## config.mk

```make
export PLATFORM = sky130hd
export DESIGN_NAME = id_ex_stage
export DESIGN_NICKNAME = d
export VERILOG_FILES = /design/src/rtl/id_ex_stage.sv
export SDC_FILE = /design/constraint.sdc
export NUM_CORES = 1
export LEC_CHECK = 0
export CORE_UTILIZATION = 35
export CTS_CLUSTER_DIAMETER = 40
export DETAILED_ROUTE_END_ITERATION = 8
export PLACE_DENSITY_LB_ADDON = 0.05
export SYNTH_ARGS = -nofsm -noshare
export SYNTH_HDL_FRONTEND = slang
export SYNTH_SLANG_ARGS = --single-unit
```

## constraint.sdc

```tcl
create_clock -name CLK -period 2.3 [get_ports CLK]
set_input_delay 0.345 -clock CLK [delete_from_list [all_inputs] [get_ports CLK]]
set_output_delay 0.345 -clock CLK [all_outputs]
set_load 0.005 [all_outputs]
```

## src/rtl/id_ex_stage.sv

```systemverilog
// ID->EX pipeline register with same-cycle WB->ID bypass, load-use bubble
// insertion, branch flush, external hold and a saturating bubble counter.
module id_ex_stage #(
    parameter int DATA_W  = 32,
    parameter int REG_AW  = 5,
    parameter int ALUOP_W = 2,
    parameter int CNT_W   = 16
) (
    input  logic               CLK,
    input  logic               RST,
    input  logic [REG_AW-1:0]  read1,
    input  logic [REG_AW-1:0]  read2,
    input  logic [DATA_W-1:0]  register1,
    input  logic [DATA_W-1:0]  register2,
    input  logic               uses_rt,
    input  logic [DATA_W-1:0]  imm,
    input  logic [REG_AW-1:0]  rd,
    input  logic               RegWrite_in,
    input  logic               MemRead_in,
    input  logic               MemWrite_in,
    input  logic               MemtoReg_in,
    input  logic               ALUSrc_in,
    input  logic               RegDst_in,
    input  logic [ALUOP_W-1:0] ALUOp_in,
    input  logic               wb_RegWrite,
    input  logic [REG_AW-1:0]  wb_write,
    input  logic [DATA_W-1:0]  wb_writeData,
    input  logic               flush,
    input  logic               hold,
    output logic               stall,
    output logic               ex_valid,
    output logic [DATA_W-1:0]  ex_a,
    output logic [DATA_W-1:0]  ex_b,
    output logic [DATA_W-1:0]  ex_imm,
    output logic [REG_AW-1:0]  ex_rs,
    output logic [REG_AW-1:0]  ex_rt,
    output logic [REG_AW-1:0]  ex_rd,
    output logic               ex_RegWrite,
    output logic               ex_MemRead,
    output logic               ex_MemWrite,
    output logic               ex_MemtoReg,
    output logic               ex_ALUSrc,
    output logic               ex_RegDst,
    output logic [ALUOP_W-1:0] ex_ALUOp,
    output logic [CNT_W-1:0]   bubble_cnt
);

    logic               r_valid;
    logic [DATA_W-1:0]  r_a;
    logic [DATA_W-1:0]  r_b;
    logic [DATA_W-1:0]  r_imm;
    logic [REG_AW-1:0]  r_rs;
    logic [REG_AW-1:0]  r_rt;
    logic [REG_AW-1:0]  r_rd;
    logic               r_RegWrite;
    logic               r_MemRead;
    logic               r_MemWrite;
    logic               r_MemtoReg;
    logic               r_ALUSrc;
    logic               r_RegDst;
    logic [ALUOP_W-1:0] r_ALUOp;
    logic [CNT_W-1:0]   r_cnt;

    logic [DATA_W-1:0]  w_opA;
    logic [DATA_W-1:0]  w_opB;
    logic               w_lu;
    logic               w_bubble;

    // Register 0 is hard-wired zero, so it must never pick up a WB bypass.
    assign w_opA = (read1 == '0) ? '0 :
                   (wb_RegWrite && (wb_write == read1)) ? wb_writeData : register1;
    assign w_opB = (read2 == '0) ? '0 :
                   (wb_RegWrite && (wb_write == read2)) ? wb_writeData : register2;

    assign w_lu = r_valid & r_MemRead & (r_rt != '0) &
                  ((r_rt == read1) | (uses_rt & (r_rt == read2)));
    assign stall = (w_lu | hold) & ~flush;

    // flush beats hold; a load-use bubble only when not held
    assign w_bubble = flush | (~hold & w_lu);

    always_ff @(posedge CLK) begin
        if (RST || w_bubble) begin
            r_valid    <= 1'b0;
            r_a        <= '0;
            r_b        <= '0;
            r_imm      <= '0;
            r_rs       <= '0;
            r_rt       <= '0;
            r_rd       <= '0;
            r_RegWrite <= 1'b0;
            r_MemRead  <= 1'b0;
            r_MemWrite <= 1'b0;
            r_MemtoReg <= 1'b0;
            r_ALUSrc   <= 1'b0;
            r_RegDst   <= 1'b0;
            r_ALUOp    <= '0;
        end else if (!hold) begin
            r_valid    <= 1'b1;
            r_a        <= w_opA;
            r_b        <= w_opB;
            r_imm      <= imm;
            r_rs       <= read1;
            r_rt       <= read2;
            r_rd       <= rd;
            r_RegWrite <= RegWrite_in;
            r_MemRead  <= MemRead_in;
            r_MemWrite <= MemWrite_in;
            r_MemtoReg <= MemtoReg_in;
            r_ALUSrc   <= ALUSrc_in;
            r_RegDst   <= RegDst_in;
            r_ALUOp    <= ALUOp_in;
        end
    end

    always_ff @(posedge CLK) begin
        if (RST) begin
            r_cnt <= '0;
        end else if (!flush && !hold && w_lu && (r_cnt != '1)) begin
            r_cnt <= r_cnt + CNT_W'(1);
        end
    end

    assign ex_valid    = r_valid;
    assign ex_a        = r_a;
    assign ex_b        = r_b;
    assign ex_imm      = r_imm;
    assign ex_rs       = r_rs;
    assign ex_rt       = r_rt;
    assign ex_rd       = r_rd;
    assign ex_RegWrite = r_RegWrite;
    assign ex_MemRead  = r_MemRead;
    assign ex_MemWrite = r_MemWrite;
    assign ex_MemtoReg = r_MemtoReg;
    assign ex_ALUSrc   = r_ALUSrc;
    assign ex_RegDst   = r_RegDst;
    assign ex_ALUOp    = r_ALUOp;
    assign bubble_cnt  = r_cnt;

endmodule

```

==> impl_metrics.json, run 1 <==
{
  "outcome": "finished clean",
  "antenna_found_initial": 0,
  "cp-start-kind": "flop",
  "fill_cells": 1383,
  "worstReg2RegStart": "ex_rt[0]$_SDFFE_PP0N_",
  "die_w_um": 132,
  "drtIter0Drc": 155,
  "critPathMostFrequentCell": "buf_4",
  "p_leak_nw": 3.74,
  "synth_area_leaders": "dfxtp_1, mux2i_1, a2bb2oi_1",
  "regArea_um2": 2720,
  "ys_top_cells_by_count": "dfxtp_1, nor2_1, mux2i_1, a2bb2oi_1, clkbuf_1",
  "multiInputGateArea_um2": 3010,
  "port_buffers": 298,
  "fin_crit_ns": 2.22,
  "wl_um": 19400,
  "setup_viol": 0,
  "diodes": 0,
  "overflow": 0,
  "drive_above_1_share": 0.0894,
  "clk_pin_slew_ns": 0.06,
  "tightest_slew_ns": 0.605,
  "async_reset_ff_frac": 0,
  "ctsHoldBuffers": 0,
  "post-place-ws_ns": -0.263,
  "vias_per_cell": 4.94,
  "start_util": 0.358,
  "grt_setup_unrepaired": "true",
  "reg2reg_slack_ns": 0.08,
  "slew-limit-headroom": 0.593,
  "std_cell_rows": 47,
  "cts_buffer_depth": 2,
  "final_cells": 1137,
  "synth_cells": 601,
  "hold_start": "hold",
  "slew_violations": 0,
  "yosys_warnings": 0,
  "htree_levels": 4,
  "finalInstanceArea_um2": 9940,
  "dp_cells": 1102,
  "die-area_um2": 17400,
  "drc": 0,
  "core_um2": 16500,
  "grt_pass1_wl_um": 30700,
  "startpoint": "ex_rt[0]$_SDFFE_PP0N_",
  "syn_nets": 764,
  "p_per_area_nw_per_um2": 605,
  "clock-sinks": 136,
  "critPathSlowestCell": "or4_4",
  "worstPathArrival_ns": 2.57,
  "synth_seq_cells": 136,
  "placed_area_um2": 9330,
  "ir_worst_vdd_v": 0.000498,
  "yosysMostFrequentCell": "dfxtp_1",
  "ys_seq_area_frac": 0.460,
  "hp-class": "in -> reg",
  "end_kind": "flop",
  "place_hpwl_um": 14200,
  "first_global_vias": 5793,
  "syn2layout_area_growth_pct": 67.9,
  "yosys.area.top_type": "dfxtp_1",
  "cpPeakStageDelay_ns": 0.53,
  "cp_cell_sequence": "or4_4 -> o211ai_2 -> inv_2 -> buf_4 -> buf_4 -> buf_4 -> buf_4 -> nand2_1 -> o21ai_4 -> buf_12 -> nor2_1",
  "post-route-period-util": 0.966,
  "total_power_mw": 6.02,
  "insertion_delay_ns": 0.41,
  "drv_cap": 0,
  "synth_flop_cell": "dfxtp_1",
  "synth_edf_count": 0,
  "max_freq_mhz": 450,
  "first_pass_iters": 5,
  "skew_ns": 0.00718,
  "die_h_um": 132,
  "grt_max_degree": 83,
  "final.setup.worst_slack_ns": 0.0776,
  "io_pins": 299,
  "worstPathRequired_ns": 2.65,
  "nNetsFinal": 1068,
  "synth_top_cell_area_share": 0.460,
  "worst-path-max-fanout": 47,
  "cts_buffers": 17,
  "cts-root-buf": "clkbuf_16",
  "synth_cell_types": 34,
  "avgSynthCellArea_um2": 9.85,
  "crit_type": "reg -> reg",
  "vias": 5615,
  "syn_area_um2": 5920,
  "hold_viol": 0,
  "cts_tree": "done",
  "track_usage": 0.224,
  "wire_per_inst_um": 17.1,
  "place_congestion": 0.829,
  "ant_nets": 0
}
==> sequential cells by signal (all words and copies together), names as in the netlist <==
name	flops
ex_RegDst	1
ex_ALUOp	2
ex_rs	5
bubble_cnt	16
ex_ALUSrc	1
ex_a	32
ex_MemRead	1
ex_b	32
ex_imm	32
ex_MemWrite	1
ex_valid	1
ex_MemtoReg	1
ex_RegWrite	1
ex_rd	5
ex_rt	5
==> repair_timing <==
item,in CTS,in global routing
setup buffers,4,0
pin swaps,2,1
resized for setup,3,5
endpoints found under the setup margin,1,88
==> power by group <==
group / switching, mW / leakage, nW / internal [mW]
Clock: 1.04 / 0.275 / 1.61
Combinational: 0.327 / 2.35 / 0.576
Sequential: 0.0390 / 1.11 / 2.43
==> cells by family (layout without fill, tap and decap cells) <==
family                     count (synthesis)  count (layout)  share of synthesized area
AOI/OAI and AO/OA                         83              83                      0.117
xor gates and xnor gates                  28              28                     0.0414
adders and majority gates                  1               1                    0.00211
buffers and inverters                     49             365                     0.0387
DFF                                      136             136                      0.460
muxes                                    121             121                      0.205
and+or+nand+nor                          183             183                      0.136
==> final timing paths <==
| check | to | cells past startpoint |
|---|---|---|
| worst max-delay path | ex_a[2]$_SDFFE_PP0N_ | 11 |
| worst max register to register | ex_a[2]$_SDFFE_PP0N_ | 11 |
| worst min register to register | ex_a[7]$_SDFFE_PP0N_ | 2 |
| worst min-delay path | bubble_cnt[4]$_SDFFE_PP0P_ | 5 |
==> worst max-delay path, delay by kind of cell, from the launching register on <==
kind	cells	cell delay, ns
AOI/OAI and AO/OA	2	0.28
buffers and inverters	6	0.76
DFF	1	0.31
and+or+nand+nor	3	0.78
==> metal layers <==
layer	global-route usage	vias to the layer above	part of all wire	wire length, um
met5	0	-	0	0
met3	0.0780	31	0.077	1500
met2	0.393	214	0.50	9760
met4	0.0982	0	0.025	493
met1	0.244	2642	0.39	7680
li1	-	2728	-	-
==> cell usage in the layout, fill, tap and decap left out, drive strengths merged, types with 6 or more instances in the layout <==
cell	n
a21oi	8
a2bb2oi	64
buf	34
clkbuf	20
clkdlybuf4s50	296
clkinv	7
dfxtp	136
mux2i	120
nand2	9
nand3	11
nand4	6
nor2	134
or4	7
xnor2	12
xor2	16
==> stage by stage <==
step	TNS (ns)	hold WS, ns	utilization
4_1_cts	0	0.372	0.601
3_3_place_gp	-15.66	0.465	0.565
5_1_grt	-0.0358	0.418	0.601
3_5_place_dp	-22.63	0.475	0.565
6_report	0	0.395	0.601
2_1_floorplan	0	0.470	-
==> final cells by class <==
| class | count | share of cell area |
|---|---|---|
| timing repair buffer | 331 | 0.337 |
| sequential | 136 | 0.274 |
| tap | 220 | 0.0277 |
| inverter | 3 | 0.00113 |
| multi-input combinational | 416 | 0.303 |
| clock buffer | 19 | 0.0446 |
| clock inverter | 12 | 0.0130 |
Note: power is estimated with default switching activity, not from simulation.
==> run 2, diff against run 1 <==
ABC_CLOCK_PERIOD_IN_PS = 2300   (was unset)
==> results of run 2 <==
No change in the layout: final DEF, timing and power equal those of run 1.
==> run 3, diff against run 2 <==
CORE_MARGIN = 5   (was unset)
==> run 3 against run 2 <==
  * Largest cell class unchanged
  * Sequential share of layout area fell by 0.12 points
  * Critical endpoint is now ex_imm[18]$_SDFFE_PP0N_
  * Sequential power barely moved
  * Die area rose by 12%
  * Fmax barely moved
  * Global-route usage fell by 1.8 points
==> impl_metrics.json, run 3 (synthesized netlist as in run 1, its figures left out) <==
{
  "io_pins": 299,
  "placed_area_um2": 9340,
  "cts_buffers": 17,
  "clock-sinks": 136,
  "p_per_area_nw_per_um2": 611,
  "crit_type": "reg -> reg",
  "syn2layout_area_growth_pct": 68.6,
  "outcome": "finished clean",
  "std_cell_rows": 47,
  "post-route-period-util": 0.967,
  "p_leak_nw": 3.75,
  "dp_cells": 1105,
  "mostFrequentLayoutCell": "clkdlybuf4s50_1",
  "ant_nets": 0,
  "grt_pass1_wl_um": 32300,
  "hold_viol": 0,
  "drc": 0,
  "cts_buffer_depth": 2,
  "port_buffers": 298,
  "first_global_vias": 5961,
  "drv_cap": 0,
  "place_congestion": 0.880,
  "fin_crit_ns": 2.22,
  "end_kind": "flop",
  "skew_ns": 0.0131,
  "hp-class": "in -> reg",
  "cts_tree": "done",
  "nNetsFinal": 1072,
  "core_um2": 16600,
  "worst-path-max-fanout": 46,
  "wire_per_inst_um": 18.1,
  "die_h_um": 140,
  "worstPathArrival_ns": 2.58,
  "final_cell_mix": "clkdlybuf4s50_1, dfxtp_1, nor2_1",
  "slew-limit-headroom": 0.551,
  "clk_pin_slew_ns": 0.07,
  "vias_per_cell": 4.99,
  "cts-root-buf": "clkbuf_16",
  "place_hpwl_um": 15700,
  "tightest_slew_ns": 0.674,
  "worstPathRequired_ns": 2.65,
  "drive_above_1_share": 0.0954,
  "htree_levels": 4,
  "die-area_um2": 19600,
  "grt_max_degree": 50,
  "antenna_found_initial": 0,
  "track_usage": 0.207,
  "vias": 5693,
  "wl_um": 20700,
  "insertion_delay_ns": 0.42,
  "overflow": 0,
  "ir_worst_vdd_v": 0.000473,
  "diodes": 0,
  "die_w_um": 140,
  "first_pass_iters": 4,
  "finalInstanceArea_um2": 9980,
  "cp-start-kind": "flop",
  "setup_viol": 0,
  "slew_violations": 0,
  "drtIter0Drc": 241,
  "start_util": 0.357,
  "final_cells": 1142,
  "ctsHoldBuffers": 0,
  "total_power_mw": 6.10,
  "grt_setup_unrepaired": "true",
  "max_freq_mhz": 450,
  "fill_cells": 1396
}
-- run 3: worst max-delay path, stage by stage, from the launching register on --
cell	delay, ns
dfxtp_1	0.31
or4_4	0.54
o211ai_2	0.19
inv_2	0.06
buf_4	0.13
buf_4	0.12
buf_4	0.12
buf_4	0.12
nand2_1	0.10
o21ai_4	0.10
buf_12	0.22
nor2_1	0.15
-- run 3: cell type report --
class | instances | area, um2 | share of cell area
tap | 220 | 275 | 0.0276
multi-input combinational | 416 | 3010 | 0.301
timing repair buffer | 335 | 3370 | 0.338
sequential | 136 | 2720 | 0.273
clock buffer | 17 | 425 | 0.0426
clock inverter | 15 | 166 | 0.0167
inverter | 3 | 11.3 | 0.00113
-- run 3: report_power, final --
part           total [mW]  switching (mW)  internal [mW]
registers            2.47          0.0396           2.43
clock network        2.72            1.10           1.62
logic               0.915           0.336          0.579
-- run 3: routing by layer --
metal | wire length, um | share of wire | track usage
met1 | 8120 | 0.39 | 0.232
met2 | 10200 | 0.49 | 0.356
met3 | 1730 | 0.084 | 0.0811
met4 | 631 | 0.030 | 0.0745
met5 | 0 | 0 | 0
-- run 3: worst paths after layout --
kind,startpoint,slack [ns],depth (start not counted),end
worst max-delay path,ex_rt[2]$_SDFFE_PP0N_,0.08,11,ex_imm[18]$_SDFFE_PP0N_
worst min-delay path,hold,0.31,3,ex_MemtoReg$_SDFFE_PP0N_
worst max register to register,ex_rt[2]$_SDFFE_PP0N_,0.08,11,ex_imm[18]$_SDFFE_PP0N_
worst min register to register,ex_a[31]$_SDFFE_PP0N_,0.48,2,ex_a[31]$_SDFFE_PP0N_
-- run 3: timing repair --
action                                  in CTS  in global routing
setup buffers                                5                  0
endpoints found under the setup margin       1                103
hold endpoints to repair                     0                  0
pin swaps                                    3                  1
gates resized for setup                      4                  4
-- run 3: stage by stage --
stage	utilization	setup slack [ns]	hold WS (ns)	setup TNS [ns]
floorplan	-	0.481	0.470	0
global placement	0.563	-0.146	0.464	-12.51
detailed placement	0.563	-0.227	0.479	-16.60
CTS	0.601	0.00333	0.290	0
global route	0.602	-0.0373	0.322	-0.411
finish	0.602	0.0770	0.310	0
